[config.mk]
export PLATFORM = sky130hd
export DESIGN_NAME = interface_direcao_ultrassom
export DESIGN_NICKNAME = d
export VERILOG_FILES = /design/src/rtl/interface_direcao_ultrassom_pkg.sv /design/src/rtl/interface_direcao_ultrassom_medidor_eco.sv /design/src/rtl/interface_direcao_ultrassom.sv
export SDC_FILE = /design/constraint.sdc
export NUM_CORES = 1
export LEC_CHECK = 0
export CAP_MARGIN = 10
export CORE_MARGIN = 2
export CORE_UTILIZATION = 40
export DETAILED_ROUTE_END_ITERATION = 7
export PLACE_DENSITY = 0.63
export SLEW_MARGIN = 10
export SYNTH_ARGS = -nofsm -noshare
export SYNTH_HDL_FRONTEND = slang
export SYNTH_SLANG_ARGS = --single-unit
[constraint.sdc]
create_clock -name clock -period 7.2 [get_ports clock]
set_input_delay 1.08 -clock clock [delete_from_list [all_inputs] [get_ports clock]]
set_output_delay 1.08 -clock clock [all_outputs]
set_load 0.05 [all_outputs]
[src/rtl/interface_direcao_ultrassom_pkg.sv]
// Shared constants for the dual HC-SR04 direction interface: FSM state
// encodings (also exported on db_estado) and default 50 MHz timing.
package interface_direcao_ultrassom_pkg;

  localparam logic [3:0] ST_IDLE   = 4'd0;
  localparam logic [3:0] ST_TRIG_E = 4'd1;
  localparam logic [3:0] ST_WAIT_E = 4'd2;
  localparam logic [3:0] ST_MED_E  = 4'd3;
  localparam logic [3:0] ST_GAP    = 4'd4;
  localparam logic [3:0] ST_TRIG_D = 4'd5;
  localparam logic [3:0] ST_WAIT_D = 4'd6;
  localparam logic [3:0] ST_MED_D  = 4'd7;
  localparam logic [3:0] ST_DECIDE = 4'd8;
  localparam logic [3:0] ST_DONE   = 4'd9;

  localparam int T_TRIGGER_DEF = 500;
  localparam int T_TIMEOUT_DEF = 1500000;
  localparam int T_GAP_DEF     = 500000;
  localparam int LIMIAR_DEF    = 43500;
  localparam int W_MED_DEF     = 21;

endpackage

[src/rtl/interface_direcao_ultrassom_medidor_eco.sv]
// One ultrasonic echo channel: 2-FF synchronizer, edge detection,
// saturating width counter and timeout counter, sequenced by the top FSM.
module medidor_eco #(
  parameter int T_TIMEOUT = 1500000,
  parameter int W_MED     = 21
) (
  input  logic             clock,
  input  logic             reset,
  input  logic             echo,
  input  logic             start_trig,
  input  logic             medindo,
  input  logic             contando,
  output logic             echo_subiu,
  output logic             echo_desceu,
  output logic [W_MED-1:0] largura,
  output logic             estourou
);

  localparam int W_TMO = $clog2(T_TIMEOUT) + 1;
  localparam logic [W_TMO-1:0] TMO_FIM   = W_TMO'(T_TIMEOUT - 1);
  localparam logic [W_MED-1:0] LARG_MAX  = {W_MED{1'b1}};
  localparam logic [W_MED-1:0] LARG_UM   = {{(W_MED-1){1'b0}}, 1'b1};
  localparam logic [W_TMO-1:0] TMO_UM    = {{(W_TMO-1){1'b0}}, 1'b1};

  logic             sync1_r;
  logic             sync2_r;
  logic             eco_ant_r;
  logic [W_TMO-1:0] tmo_cnt_r;
  logic [W_MED-1:0] largura_r;
  logic             conta_largura_s;

  // synchronize the asynchronous echo pin and keep one cycle of history
  always_ff @(posedge clock or posedge reset) begin
    if (reset) begin
      sync1_r   <= 1'b0;
      sync2_r   <= 1'b0;
      eco_ant_r <= 1'b0;
    end else begin
      sync1_r   <= echo;
      sync2_r   <= sync1_r;
      eco_ant_r <= sync2_r;
    end
  end

  assign echo_subiu  = sync2_r & ~eco_ant_r;
  assign echo_desceu = ~sync2_r & eco_ant_r;

  // the rising-edge cycle itself is counted so the width matches the pulse length
  assign conta_largura_s = sync2_r & (contando | (medindo & echo_subiu));

  // width and timeout counters, cleared while the trigger pulse is out
  always_ff @(posedge clock or posedge reset) begin
    if (reset) begin
      tmo_cnt_r <= {W_TMO{1'b0}};
      largura_r <= {W_MED{1'b0}};
    end else if (start_trig) begin
      tmo_cnt_r <= {W_TMO{1'b0}};
      largura_r <= {W_MED{1'b0}};
    end else begin
      if (medindo) begin
        tmo_cnt_r <= tmo_cnt_r + TMO_UM;
      end
      if (conta_largura_s && (largura_r != LARG_MAX)) begin
        largura_r <= largura_r + LARG_UM;
      end
    end
  end

  assign largura  = largura_r;
  assign estourou = medindo & (tmo_cnt_r == TMO_FIM);

endmodule

[src/rtl/interface_direcao_ultrassom.sv]
// Sequences the left and right ultrasonic measurements and publishes a
// registered left/right proximity decision with a one-cycle pronto pulse.
module interface_direcao_ultrassom
  import interface_direcao_ultrassom_pkg::*;
#(
  parameter int T_TRIGGER = T_TRIGGER_DEF,
  parameter int T_TIMEOUT = T_TIMEOUT_DEF,
  parameter int T_GAP     = T_GAP_DEF,
  parameter int LIMIAR    = LIMIAR_DEF,
  parameter int W_MED     = W_MED_DEF
) (
  input  logic             clock,
  input  logic             reset,
  input  logic             medir,
  input  logic             echo_esq,
  input  logic             echo_dir,
  output logic             trigger_esq,
  output logic             trigger_dir,
  output logic             esq,
  output logic             dir,
  output logic             pronto,
  output logic             ocupado,
  output logic [W_MED-1:0] medida_esq,
  output logic [W_MED-1:0] medida_dir,
  output logic             timeout_esq,
  output logic             timeout_dir,
  output logic [3:0]       db_estado
);

  localparam int CNT_MAX = (T_GAP > T_TRIGGER) ? T_GAP : T_TRIGGER;
  localparam int W_CNT   = $clog2(CNT_MAX) + 1;
  localparam logic [W_CNT-1:0] CNT_TRIG_FIM = W_CNT'(T_TRIGGER - 1);
  localparam logic [W_CNT-1:0] CNT_GAP_FIM  = W_CNT'(T_GAP - 1);
  localparam logic [W_CNT-1:0] CNT_UM       = {{(W_CNT-1){1'b0}}, 1'b1};
  localparam logic [W_MED-1:0] LIMIAR_W     = W_MED'(LIMIAR);

  logic [3:0]       state_r;
  logic [3:0]       prox_s;
  logic [W_CNT-1:0] cnt_r;
  logic             tmo_e_r, tmo_d_r;
  logic             trigger_esq_r, trigger_dir_r, pronto_r, ocupado_r;
  logic             esq_r, dir_r, timeout_esq_r, timeout_dir_r;
  logic [W_MED-1:0] medida_esq_r, medida_dir_r;
  logic             subiu_e_s, desceu_e_s, est_e_s;
  logic             subiu_d_s, desceu_d_s, est_d_s;
  logic [W_MED-1:0] larg_e_s, larg_d_s;
  logic             perto_e_s, perto_d_s;

  medidor_eco #(.T_TIMEOUT(T_TIMEOUT), .W_MED(W_MED)) u_eco_esq (
    .clock       (clock),
    .reset       (reset),
    .echo        (echo_esq),
    .start_trig  (state_r == ST_TRIG_E),
    .medindo     ((state_r == ST_WAIT_E) || (state_r == ST_MED_E)),
    .contando    (state_r == ST_MED_E),
    .echo_subiu  (subiu_e_s),
    .echo_desceu (desceu_e_s),
    .largura     (larg_e_s),
    .estourou    (est_e_s)
  );

  medidor_eco #(.T_TIMEOUT(T_TIMEOUT), .W_MED(W_MED)) u_eco_dir (
    .clock       (clock),
    .reset       (reset),
    .echo        (echo_dir),
    .start_trig  (state_r == ST_TRIG_D),
    .medindo     ((state_r == ST_WAIT_D) || (state_r == ST_MED_D)),
    .contando    (state_r == ST_MED_D),
    .echo_subiu  (subiu_d_s),
    .echo_desceu (desceu_d_s),
    .largura     (larg_d_s),
    .estourou    (est_d_s)
  );

  // next-state logic; a falling edge wins over a simultaneous timeout in MED
  always_comb begin
    prox_s = state_r;
    case (state_r)
      ST_IDLE:   if (medir) prox_s = ST_TRIG_E; else prox_s = ST_IDLE;
      ST_TRIG_E: if (cnt_r == CNT_TRIG_FIM) prox_s = ST_WAIT_E; else prox_s = ST_TRIG_E;
      ST_WAIT_E: if (est_e_s) prox_s = ST_GAP;
                 else if (subiu_e_s) prox_s = ST_MED_E;
                 else prox_s = ST_WAIT_E;
      ST_MED_E:  if (desceu_e_s || est_e_s) prox_s = ST_GAP; else prox_s = ST_MED_E;
      ST_GAP:    if (cnt_r == CNT_GAP_FIM) prox_s = ST_TRIG_D; else prox_s = ST_GAP;
      ST_TRIG_D: if (cnt_r == CNT_TRIG_FIM) prox_s = ST_WAIT_D; else prox_s = ST_TRIG_D;
      ST_WAIT_D: if (est_d_s) prox_s = ST_DECIDE;
                 else if (subiu_d_s) prox_s = ST_MED_D;
                 else prox_s = ST_WAIT_D;
      ST_MED_D:  if (desceu_d_s || est_d_s) prox_s = ST_DECIDE; else prox_s = ST_MED_D;
      ST_DECIDE: prox_s = ST_DONE;
      ST_DONE:   prox_s = ST_IDLE;
      default:   prox_s = ST_IDLE;
    endcase
  end

  assign perto_e_s = ~tmo_e_r & (larg_e_s < LIMIAR_W);
  assign perto_d_s = ~tmo_d_r & (larg_d_s < LIMIAR_W);

  // state, phase counter and registered strobes derived from the next state
  always_ff @(posedge clock or posedge reset) begin
    if (reset) begin
      state_r       <= ST_IDLE;
      cnt_r         <= {W_CNT{1'b0}};
      trigger_esq_r <= 1'b0;
      trigger_dir_r <= 1'b0;
      pronto_r      <= 1'b0;
      ocupado_r     <= 1'b0;
    end else begin
      state_r       <= prox_s;
      trigger_esq_r <= (prox_s == ST_TRIG_E);
      trigger_dir_r <= (prox_s == ST_TRIG_D);
      pronto_r      <= (prox_s == ST_DONE);
      ocupado_r     <= (prox_s != ST_IDLE);
      if (prox_s != state_r) begin
        cnt_r <= {W_CNT{1'b0}};
      end else if ((state_r == ST_TRIG_E) || (state_r == ST_TRIG_D) || (state_r == ST_GAP)) begin
        cnt_r <= cnt_r + CNT_UM;
      end
    end
  end

  // remember how each side ended; published only in DECIDE
  always_ff @(posedge clock or posedge reset) begin
    if (reset) begin
      tmo_e_r <= 1'b0;
      tmo_d_r <= 1'b0;
    end else begin
      if (state_r == ST_TRIG_E) begin
        tmo_e_r <= 1'b0;
      end else if (est_e_s && !((state_r == ST_MED_E) && desceu_e_s)) begin
        tmo_e_r <= 1'b1;
      end
      if (state_r == ST_TRIG_D) begin
        tmo_d_r <= 1'b0;
      end else if (est_d_s && !((state_r == ST_MED_D) && desceu_d_s)) begin
        tmo_d_r <= 1'b1;
      end
    end
  end

  // decision registers, held from pronto until the next DECIDE
  always_ff @(posedge clock or posedge reset) begin
    if (reset) begin
      esq_r         <= 1'b0;
      dir_r         <= 1'b0;
      timeout_esq_r <= 1'b0;
      timeout_dir_r <= 1'b0;
      medida_esq_r  <= {W_MED{1'b0}};
      medida_dir_r  <= {W_MED{1'b0}};
    end else if (state_r == ST_DECIDE) begin
      esq_r         <= perto_e_s & ~perto_d_s;
      dir_r         <= perto_d_s & ~perto_e_s;
      timeout_esq_r <= tmo_e_r;
      timeout_dir_r <= tmo_d_r;
      medida_esq_r  <= tmo_e_r ? {W_MED{1'b0}} : larg_e_s;
      medida_dir_r  <= tmo_d_r ? {W_MED{1'b0}} : larg_d_s;
    end
  end

  assign trigger_esq = trigger_esq_r;
  assign trigger_dir = trigger_dir_r;
  assign pronto      = pronto_r;
  assign ocupado     = ocupado_r;
  assign esq         = esq_r;
  assign dir         = dir_r;
  assign timeout_esq = timeout_esq_r;
  assign timeout_dir = timeout_dir_r;
  assign medida_esq  = medida_esq_r;
  assign medida_dir  = medida_dir_r;
  assign db_estado   = state_r;

endmodule

==> impl_metrics.csv <==
group,metric,value,unit
sta,tightest_slew,1.19,ns
sta,drv_slew,0,
synth,yosysSeqAreaShare,51.0,%
sta,hold_viol,0,
min_path,hp-start,"u_eco_dir.sync1_r",
worst_setup_path,cp-startpoint,"db_estado[0]",
floorplanning,coreArea,20200,µm²
clock_tree,worstSkewPairLatency,0.43,ns
synth,netlist_instances,858,
run_status,outcome,"finished, final reports clean",
min_path,hold_class,"reg -> reg",
pwr,ir_worst_vdd,151,µV
drt,vias,6086,
final_layout,num-fill-cells,1926,
final_layout,finalNonFillerCells,1184,
final_layout,nets,911,
worst_setup_path,crit_fanout,19,
clock_tree,clk_pin_slew,0.06,ns
global_routing,antenna_found_initial,0,
floorplanning,die_area,21800,µm²
worst_setup_path,cp_num_buf_inv,1,
sta,setup_viol,0,
floorplanning,start_util,40.7,%
clock_tree,cts_tree,"done",
synth,yosysTopAreaCellShare,51.0,%
worst_setup_path,worst_ep_required_time,6.12,ns
placed_design,gp_congestion,0.770,
run,drv_cap,0,
synth,yosysUniqueCellTypes,52,
drt,viasPerCell,5.14,
floorplanning,chipWidth,147,µm
synth,yosysTopAreaCell,"dfrtp_1",
global_routing,grt_pass1_vias,5805,
synth,async_reset_ff_share,100,%
drt,dr.pass1.iters,4,
worst_setup_path,r2r_slack,4.28,ns
worst_setup_path,crit_arrival,2.13,ns
sta,rsz0062_at_grt,"false",
worst_setup_path,timing.rr.start,"db_estado[1]",
drt,drt-wirelength-per-cell,14.2,µm
synth,syn_nets,868,
clock_tree,cts_sinks,168,
synth,synthFlopType,"dfrtp_1",
global_routing,grt-ovfl-total,0,
clock_tree,cts_root_buf,"clkbuf_16",
pwr,pwr_density_cell,189,nW/µm²
clock_tree,holdBufCountCts,0,
drt,routed_wl,16800,µm
drt,first_iter_violations,360,
clock_tree,ctsResizeCount,0,
clock_tree,clockBufferDepth,2,
worst_setup_path,slowest_delay,0.96,ns
final_layout,area_delta_synth_final,16.5,%
synth,synth_area,8240,µm²
final_layout,drive_gt1_share,7.88,%
synth,yosys_warnings,0,
drt,ant_nets,0,
synth,ys_ff_latch,168,
worst_setup_path,crit_family,"buffers and inverters",
pwr,leakage,3.85,nW
clock_tree,cts-htree-levels,4,
final_layout,antenna_cells,0,
sta,skew,0.00841,ns
worst_setup_path,crit_slowest_cell,"clkdlybuf4s50_1",
global_routing,grt_util_all_layers,16.3,%
sta,setup_ws,3.99,ns
clock_tree,cts-buffers-inserted,17,
floorplanning,fp.dieH,147,µm
final_layout,design_area,9590,µm²
synth,synth_edf_count,0,
global_routing,grt_pass1_wl,29000,µm
floorplanning,io_pins,59,
sta,timing.fmax,0.311,GHz
placed_design,post-place-ws,3.96,ns
worst_setup_path,crit_chain,"clkdlybuf4s50_1",
placed_design,io_buffers,58,
worst_setup_path,worstSetupStartpointType,"flip-flop",
sta,finalCriticalPeriod,3.21,ns
floorplanning,rows,52,
placed_design,placed_area,9050,µm²
synth,avgSynthCellArea,9.60,µm²
worst_setup_path,cp-end-kind,"output pin",
global_routing,grt_max_degree,96,
placed_design,placedCellCount,1152,
clock_tree,postCtsSetupBuffers,0,
synth,synth.area.top_cells,"dfrtp_1 (51%), nand2_1 (5.4%), xor2_1 (4.9%), nor2_1 (4.2%), xnor2_1 (3.6%)",
worst_setup_path,critical_path_class,"reg -> out",
sta,fin_tns_setup,0,ns
sta,period_share,44.6,%
sta,relSlewSlack,20.3,%
drt,drt_drc_violations_left,0,
placed_design,hpwl,10800,µm
cell usage after synthesis, types with 9 or more instances:
| master | count |
|---|---|
| nand4_1 | 29 |
| nand3_1 | 42 |
| a21oi_1 | 13 |
| clkbuf_1 | 31 |
| o21ai_0 | 58 |
| nor3_1 | 19 |
| nand2b_1 | 41 |
| or3_1 | 9 |
| and3_1 | 17 |
| dfrtp_1 | 168 |
| inv_1 | 11 |
| nor4_1 | 14 |
| nand2_1 | 119 |
| xor2_1 | 46 |
| nor2_1 | 93 |
| xnor2_1 | 34 |
| a211oi_2 | 21 |
kinds of logic after synthesis:
kind of cell    after synthesis  share of synthesized area [%]
xor+xnor                     80                           8.51
fa+ha+maj                     6                          0.881
compound gates              115                           9.68
buf+inv                      52                           2.70
flops                       168                           51.0
mux                           7                          0.851
simple gates                430                           26.3
worst reg2reg max path: cells and delay by family (launching register included):
kind,cells,cell delay (ns)
AND/OR/NAND/NOR,5,1.95
AO/OA/AOI/OAI,1,0.28
flip-flops,1,0.61
placed cells by master (no fill, tap or decap), types with 19 or more instances in the layout:
cell | Yosys | layout
xor2_1 | 46 | 46
a211oi_2 | 21 | 21
nor3_1 | 19 | 19
nand2_1 | 119 | 118
dfrtp_1 | 168 | 168
clkdlybuf4s50_1 | 0 | 58
nand3_1 | 42 | 42
xnor2_1 | 34 | 34
o21ai_0 | 58 | 58
nand4_1 | 29 | 29
nor2_1 | 93 | 93
nand2b_1 | 41 | 41
per-layer routing:
metal / vias up / routed length [µm] / global-route usage (%)
li1: 3061 / - / -
met1: 2911 / 8340 / 23.0
met2: 102 / 7600 / 25.5
met3: 12 / 618 / 3.43
met4: 0 / 207 / 4.90
met5: - / 0 / 0
through the flow:
stage	hold WS (ns)	util, %	power [mW]
2_1_floorplan	0.331	-	0.980
5_1_grt	0.355	47.4	1.88
3_3_place_gp	0.335	44.7	0.989
6_report	0.348	47.4	1.82
3_5_place_dp	0.337	44.7	0.989
4_1_cts	0.352	47.4	1.84
sequential cells by signal, indices dropped and copies added, names as in the netlist, 4 cells and up:
| signal | cells |
|---|---|
| medida_esq | 21 |
| u_eco_esq.tmo_cnt_r | 22 |
| medida_dir | 21 |
| cnt_r | 20 |
| u_eco_dir.largura | 21 |
| u_eco_esq.largura | 21 |
| db_estado | 4 |
| u_eco_dir.tmo_cnt_r | 22 |
final cells by class:
cell class | instances | area [µm²] | share of cell area (%)
clock inverter | 11 | 90.1 | 0.939
inverter | 11 | 46.3 | 0.483
timing repair buffer | 65 | 633 | 6.60
multi-input combinational | 638 | 3830 | 39.9
tap | 270 | 338 | 3.52
clock buffer | 21 | 450 | 4.70
sequential | 168 | 4200 | 43.8
power breakdown:
group / internal [mW] / switching [mW] / leakage, nW
logic: 0.00359 / 0.0191 / 1.30
clock network: 0.456 / 0.391 / 0.248
registers: 0.945 / 0.00144 / 2.30
path summary, 6_finish.rpt:
| check | endpoint | depth (start not counted) |
|---|---|---|
| max | db_estado[0] | 1 |
| min | u_eco_dir.sync2_r | 0 |
| max reg2reg | cnt_r[16] | 6 |
| min reg2reg | u_eco_dir.sync2_r | 0 |
| max in group asynchronous | u_eco_esq.tmo_cnt_r[16] | 3 |
| min in group asynchronous | medida_dir[5] | 2 |
(Power assumes the default switching activity.)
